File: src/rtl/mem_bus_master.sv
// mem_bus_master: single-access initiator for the MAIN_MEMORY bus.
// Latches one request, drives address/data, asserts an active-low RD or WR strobe
// until ACK or timeout, then returns read data with a one-cycle DONE pulse.
// Optional macro MEM_MASTER_BUS_ERROR_EN adds a sticky timeout error output.
module mem_bus_master #(
  parameter int unsigned DATAWIDTH_BUS  = 32,
  parameter int unsigned TIMEOUT_CYCLES = 4,
  parameter int unsigned TIMER_WIDTH    = 3
) (
  input  logic                     MEM_MASTER_CLOCK_50,
  input  logic                     MEM_MASTER_RESET_InLow,
  input  logic                     MEM_MASTER_REQ_In,
  input  logic                     MEM_MASTER_WE_In,
  input  logic [DATAWIDTH_BUS-1:0] MEM_MASTER_ADDR_InBUS,
  input  logic [DATAWIDTH_BUS-1:0] MEM_MASTER_WDATA_InBUS,
  output logic                     MEM_MASTER_BUSY_Out,
  output logic                     MEM_MASTER_DONE_Out,
  output logic [DATAWIDTH_BUS-1:0] MEM_MASTER_RDATA_OutBUS,
  output logic                     MEM_MASTER_MEM_RD_Out,
  output logic                     MEM_MASTER_MEM_WR_Out,
  output logic [DATAWIDTH_BUS-1:0] MEM_MASTER_MEM_ADDR_OutBUS,
  output logic [DATAWIDTH_BUS-1:0] MEM_MASTER_MEM_DATA_OutBUS,
  input  logic [DATAWIDTH_BUS-1:0] MEM_MASTER_MEM_DATA_InBUS,
  input  logic                     MEM_MASTER_MEM_ACK_In
`ifdef MEM_MASTER_BUS_ERROR_EN
  ,
  output logic                     MEM_MASTER_ERR_Out
`endif
);

  typedef enum logic [1:0] {
    S_IDLE,
    S_SETUP,
    S_STROBE,
    S_COMPLETE
  } state_e;

  localparam logic [TIMER_WIDTH-1:0] TIMER_LAST = TIMER_WIDTH'(TIMEOUT_CYCLES - 1);

  state_e                   state_q, state_d;
  logic [TIMER_WIDTH-1:0]   timer_q, timer_d;
  logic                     we_q, we_d;
  logic                     rd_q, rd_d;
  logic                     wr_q, wr_d;
  logic [DATAWIDTH_BUS-1:0] addr_q, addr_d;
  logic [DATAWIDTH_BUS-1:0] data_q, data_d;
  logic [DATAWIDTH_BUS-1:0] rdata_q, rdata_d;
  logic                     busy_q, busy_d;
  logic                     done_q, done_d;
`ifdef MEM_MASTER_BUS_ERROR_EN
  logic                     err_q, err_d;
`endif

  // State and output registers; strobes return high immediately on reset.
  always_ff @(posedge MEM_MASTER_CLOCK_50 or negedge MEM_MASTER_RESET_InLow) begin
    if (!MEM_MASTER_RESET_InLow) begin
      state_q <= S_IDLE;
      timer_q <= '0;
      we_q    <= 1'b0;
      rd_q    <= 1'b1;
      wr_q    <= 1'b1;
      addr_q  <= '0;
      data_q  <= '0;
      rdata_q <= '0;
      busy_q  <= 1'b0;
      done_q  <= 1'b0;
`ifdef MEM_MASTER_BUS_ERROR_EN
      err_q   <= 1'b0;
`endif
    end else begin
      state_q <= state_d;
      timer_q <= timer_d;
      we_q    <= we_d;
      rd_q    <= rd_d;
      wr_q    <= wr_d;
      addr_q  <= addr_d;
      data_q  <= data_d;
      rdata_q <= rdata_d;
      busy_q  <= busy_d;
      done_q  <= done_d;
`ifdef MEM_MASTER_BUS_ERROR_EN
      err_q   <= err_d;
`endif
    end
  end

  // Next-state and next-output logic for the access sequence.
  always_comb begin
    state_d = state_q;
    timer_d = timer_q;
    we_d    = we_q;
    rd_d    = rd_q;
    wr_d    = wr_q;
    addr_d  = addr_q;
    data_d  = data_q;
    rdata_d = rdata_q;
    busy_d  = busy_q;
    done_d  = 1'b0;
`ifdef MEM_MASTER_BUS_ERROR_EN
    err_d   = err_q;
`endif
    unique case (state_q)
      S_IDLE: begin
        if (MEM_MASTER_REQ_In) begin
          we_d   = MEM_MASTER_WE_In;
          addr_d = MEM_MASTER_ADDR_InBUS;
          if (MEM_MASTER_WE_In) begin
            data_d = MEM_MASTER_WDATA_InBUS;
          end
          busy_d  = 1'b1;
`ifdef MEM_MASTER_BUS_ERROR_EN
          err_d   = 1'b0;
`endif
          state_d = S_SETUP;
        end
      end
      S_SETUP: begin
        rd_d    = we_q;
        wr_d    = ~we_q;
        timer_d = '0;
        state_d = S_STROBE;
      end
      S_STROBE: begin
        if (MEM_MASTER_MEM_ACK_In) begin
          if (!we_q) begin
            rdata_d = MEM_MASTER_MEM_DATA_InBUS;
          end
          rd_d    = 1'b1;
          wr_d    = 1'b1;
          done_d  = 1'b1;
          state_d = S_COMPLETE;
        end else if (timer_q == TIMER_LAST) begin
`ifdef MEM_MASTER_BUS_ERROR_EN
          err_d = 1'b1;
`else
          // Timeout counts as success so memories that never ACK still return data.
          if (!we_q) begin
            rdata_d = MEM_MASTER_MEM_DATA_InBUS;
          end
`endif
          rd_d    = 1'b1;
          wr_d    = 1'b1;
          done_d  = 1'b1;
          state_d = S_COMPLETE;
        end else begin
          timer_d = timer_q + TIMER_WIDTH'(1);
        end
      end
      S_COMPLETE: begin
        busy_d  = 1'b0;
        state_d = S_IDLE;
      end
      default: begin
        state_d = S_IDLE;
      end
    endcase
  end

  assign MEM_MASTER_BUSY_Out        = busy_q;
  assign MEM_MASTER_DONE_Out        = done_q;
  assign MEM_MASTER_RDATA_OutBUS    = rdata_q;
  assign MEM_MASTER_MEM_RD_Out      = rd_q;
  assign MEM_MASTER_MEM_WR_Out      = wr_q;
  assign MEM_MASTER_MEM_ADDR_OutBUS = addr_q;
  assign MEM_MASTER_MEM_DATA_OutBUS = data_q;
`ifdef MEM_MASTER_BUS_ERROR_EN
  assign MEM_MASTER_ERR_Out         = err_q;
`endif

endmodule

File: config.mk
export PLATFORM = sky130hd
export DESIGN_NAME = mem_bus_master
export DESIGN_NICKNAME = d
export VERILOG_FILES = /design/src/rtl/mem_bus_master.sv
export SDC_FILE = /design/constraint.sdc
export NUM_CORES = 1
export LEC_CHECK = 0
export CORE_ASPECT_RATIO = 1.5
export CORE_UTILIZATION = 40
export CTS_BUF_LIST = sky130_fd_sc_hd__clkbuf_16
export DETAILED_ROUTE_END_ITERATION = 12
export HOLD_SLACK_MARGIN = 0.12
export PLACE_DENSITY = 0.84
export SYNTH_ARGS = -nofsm -noshare
export SYNTH_HDL_FRONTEND = slang
export SYNTH_SLANG_ARGS = --single-unit
File: constraint.sdc
create_clock -name MEM_MASTER_CLOCK_50 -period 2.07 [get_ports MEM_MASTER_CLOCK_50]
set_input_delay 0.414 -clock MEM_MASTER_CLOCK_50 [delete_from_list [all_inputs] [get_ports MEM_MASTER_CLOCK_50]]
set_output_delay 0.414 -clock MEM_MASTER_CLOCK_50 [all_outputs]
set_load 0.02 [all_outputs]
==> summary.md <==
| Metric | Value |
|---|---|
| Placed insts | `591` |
| Crit path arrival time | `1490 ps` |
| Number of nets in the layout | `569` |
| Setup bufs post-CTS | `0` |
| DIE AREA | `11,000 sq um` |
| Total Wirelength | `10.1 mm` |
| Register area share after synthesis | `62.9%` |
| Yosys top cell area share | `61.7%` |
| CP Class | `reg -> out` |
| Post-route ant nets | `0` |
| Iter 0 DRT Violations | `48` |
| Top-count cell post-synth | `dfrtp_1` |
| Initial core utilization | `41.4%` |
| Port bufs | `200` |
| Largest net degree at the start of global routing | `48` |
| FP Rows | `45` |
| Synth Area in Adders | `1.78%` |
| Worst Path Required | `1660 ps` |
| Finished Layout Cells | `606` |
| Avg WL per Cell | `16.6 microns` |
| Simple-gate share of the synthesized area | `2.58%` |
| Post-synth EDFFs | `0` |
| Antenna violations before repair | `0` |
| Crit path max-delay family | `buffers and inverters` |
| Die Span X | `85.9 microns` |
| Slew Limit Fails | `0` |
| Bufs on Longest Clock Path | `2` |
| CTS resizes | `0` |
| Critical Path Source Type | `flip-flop` |
| Post-route DRC | `0` |
| Slew margin rel. | `64.4%` |
| Syn avg cell area | `16.9 sq um` |
| Seq cells post-synth | `106` |
| CTS root buffer | `clkbuf_16` |
| Area contributors post-synth | `dfrtp_1, mux2_2, mux2_4` |
| Clock sink count | `106` |
| Largest family of logic cells by synthesized area | `multiplexers` |
| Die Y | `128 microns` |
| CP max-delay cell | `clkdlybuf4s50_1` |
| Number of iterations in the first detailed-routing pass | `2` |
| CP max FO | `2` |
| Commonest cells in the netlist | `dfrtp_1, mux2_2, mux2_4` |
| Yosys warns | `0` |
| Setup crit start | `MEM_MASTER_MEM_RD_Out` |
| Critical-path cell list | `clkdlybuf4s50_1` |
| Final worst path period share | `92.0%` |
| Vias in the first global route | `3,152` |
| Slowest stage delay, CP | `630 ps` |
| Final Skew | `5.64 ps` |
| Pwr Density | `1630 nW/um^2` |
| Hold crit path type | `reg -> reg` |
| Worst IR drop on VDD | `0.000700 V` |
| DP HPWL | `7.72 mm` |
| Status | `completed` |
| Fmax | `525 MHz` |
| Compound-cell area share of the yosys netlist | `1.30%` |
| Tmin final | `1900 ps` |
| Yosys cell types | `21` |
| H-tree depth | `3` |
| First-pass GRT wire length | `15.6 mm` |
| Post-Synthesis Cells | `250` |
| CP Buf/Inv Count | `1` |
| Core area | `10,200 sq um` |
| Ys async rst share | `100%` |
| Antenna diodes | `0` |
| Mux share of post-synthesis cell area | `28.6%` |
| Layout cells sized above 1 | `27.3%` |
| CTS Buf Count | `9` |
| Hold Path Origin | `MEM_MASTER_MEM_RD_Out` |
| Worst r2r src | `timer_q[0]` |
| P&R area growth vs syn | `58.6%` |
| Ys flop type | `dfrtp_1` |
| CTS tree | `yes` |
| Final hold vios | `0` |
| Io pins | `201` |
| Xor/xnor cell area share of the yosys netlist | `0%` |
| Static leakage | `0.00286 uW` |
| GP Congestion | `0.682` |
| Skew-Pair Late Insertion Delay | `340 ps` |
| Hold buffers post-CTS | `1` |
| RSZ-0062 raised after global routing | `no` |
| Post-Synthesis Net Count | `357` |
| CP Capture Type | `output port` |
| CTS clk-pin slew, worst paths | `60 ps` |
| Setup-failing EPs final | `0` |
| Worst-Margin Slew | `535 ps` |
| Vias after detailed routing | `2,849` |
| Yosys top cell by area | `dfrtp_1` |
| DR vias/cell | `4.70` |
| Setup TNS | `0 ps` |
| Overflow after GRT | `0` |
| Max_cap viols | `0` |
| Syn Std Cell Area | `4220 sq um` |
| FILL cells | `748` |
| Gr usage total | `18.9%` |
## worst paths after layout
path                                            endpoint  slack (ps)  cells past startpoint
min reg2reg                        MEM_MASTER_MEM_RD_Out         490                      2
min in group asynchronous     MEM_MASTER_RDATA_OutBUS[1]         600                      2
min                                MEM_MASTER_MEM_RD_Out         490                      2
max reg2reg                   MEM_MASTER_RDATA_OutBUS[9]         300                      6
max in group asynchronous  MEM_MASTER_MEM_DATA_OutBUS[8]         780                      3
max                                MEM_MASTER_MEM_RD_Out         170                      1
## cell families after synthesis
logic type / count (synthesis)
multiplexers: 97
AND/OR/NAND/NOR: 18
buffers and inverters: 14
adder cells (fa/ha/maj): 6
flip-flops: 106
AO/OA/AOI/OAI: 9
## per-stage QoR
step / setup WS (ps) / utilization [%] / hold slack [ps] / power [uW] / cell area, sq um
final: 166 / 65.7 / 488 / 10900 / 6690
after global routing: 130 / 65.7 / 514 / 11400 / 6690
after CTS: 141 / 65.7 / 495 / 11000 / 6690
after detailed placement: 139 / 62.8 / 433 / 9350 / 6400
after global placement: 190 / 62.8 / 422 / 9130 / 6400
after floorplan: 434 / - / 118 / 6670 / 4220
## placed cells by master, fill, tap and decap left out, types with 2 or more instances in the layout
master,netlist,routed
buf_12,0,3
buf_4,0,7
nor2_1,2,2
clkbuf_16,0,9
nor2b_1,2,2
inv_1,5,5
dfrtp_1,104,104
mux2_2,67,67
a21oi_1,2,2
dfstp_2,2,2
o21ai_0,4,4
clkinvlp_4,0,3
mux2_4,30,30
nand2_1,5,5
clkdlybuf4s50_1,0,199
nand3_1,4,4
ha_1,6,6
## sequential cells by signal, indices dropped and copies added, names as in the netlist
| signal | count |
|---|---|
| MEM_MASTER_MEM_ADDR_OutBUS | 32 |
| MEM_MASTER_MEM_DATA_OutBUS | 32 |
| MEM_MASTER_RDATA_OutBUS | 32 |
| timer_q | 3 |
| state_q | 2 |
| MEM_MASTER_BUSY_Out | 1 |
| MEM_MASTER_DONE_Out | 1 |
| MEM_MASTER_MEM_RD_Out | 1 |
| MEM_MASTER_MEM_WR_Out | 1 |
| we_q | 1 |
## routing by layer
metal | vias to the layer above | track usage, % | wire [microns]
met4 | 0 | 9.41 | 290
met3 | 21 | 4.64 | 608
met2 | 118 | 35.2 | 5640
met5 | - | 0 | 0
met1 | 1415 | 19.5 | 3520
li1 | 1295 | - | -
## layout make-up
cell class | count | area (sq um) | area share, %
Sequential cell | 106 | 2660 | 39.7
Timing Repair Buffer | 210 | 2110 | 31.6
Multi-Input combinational cell | 130 | 1440 | 21.6
Clock buffer | 9 | 225 | 3.37
Tap cell | 141 | 176 | 2.64
Clock inverter | 5 | 57.6 | 0.860
Inverter | 5 | 18.8 | 0.280
## power by group
part	internal (uW)	total, uW	switching (uW)
combinational	3100	5540	2440
sequential	3140	3710	571
clock	921	1630	710
No activity file was read; power rests on OpenSTA's default activity.
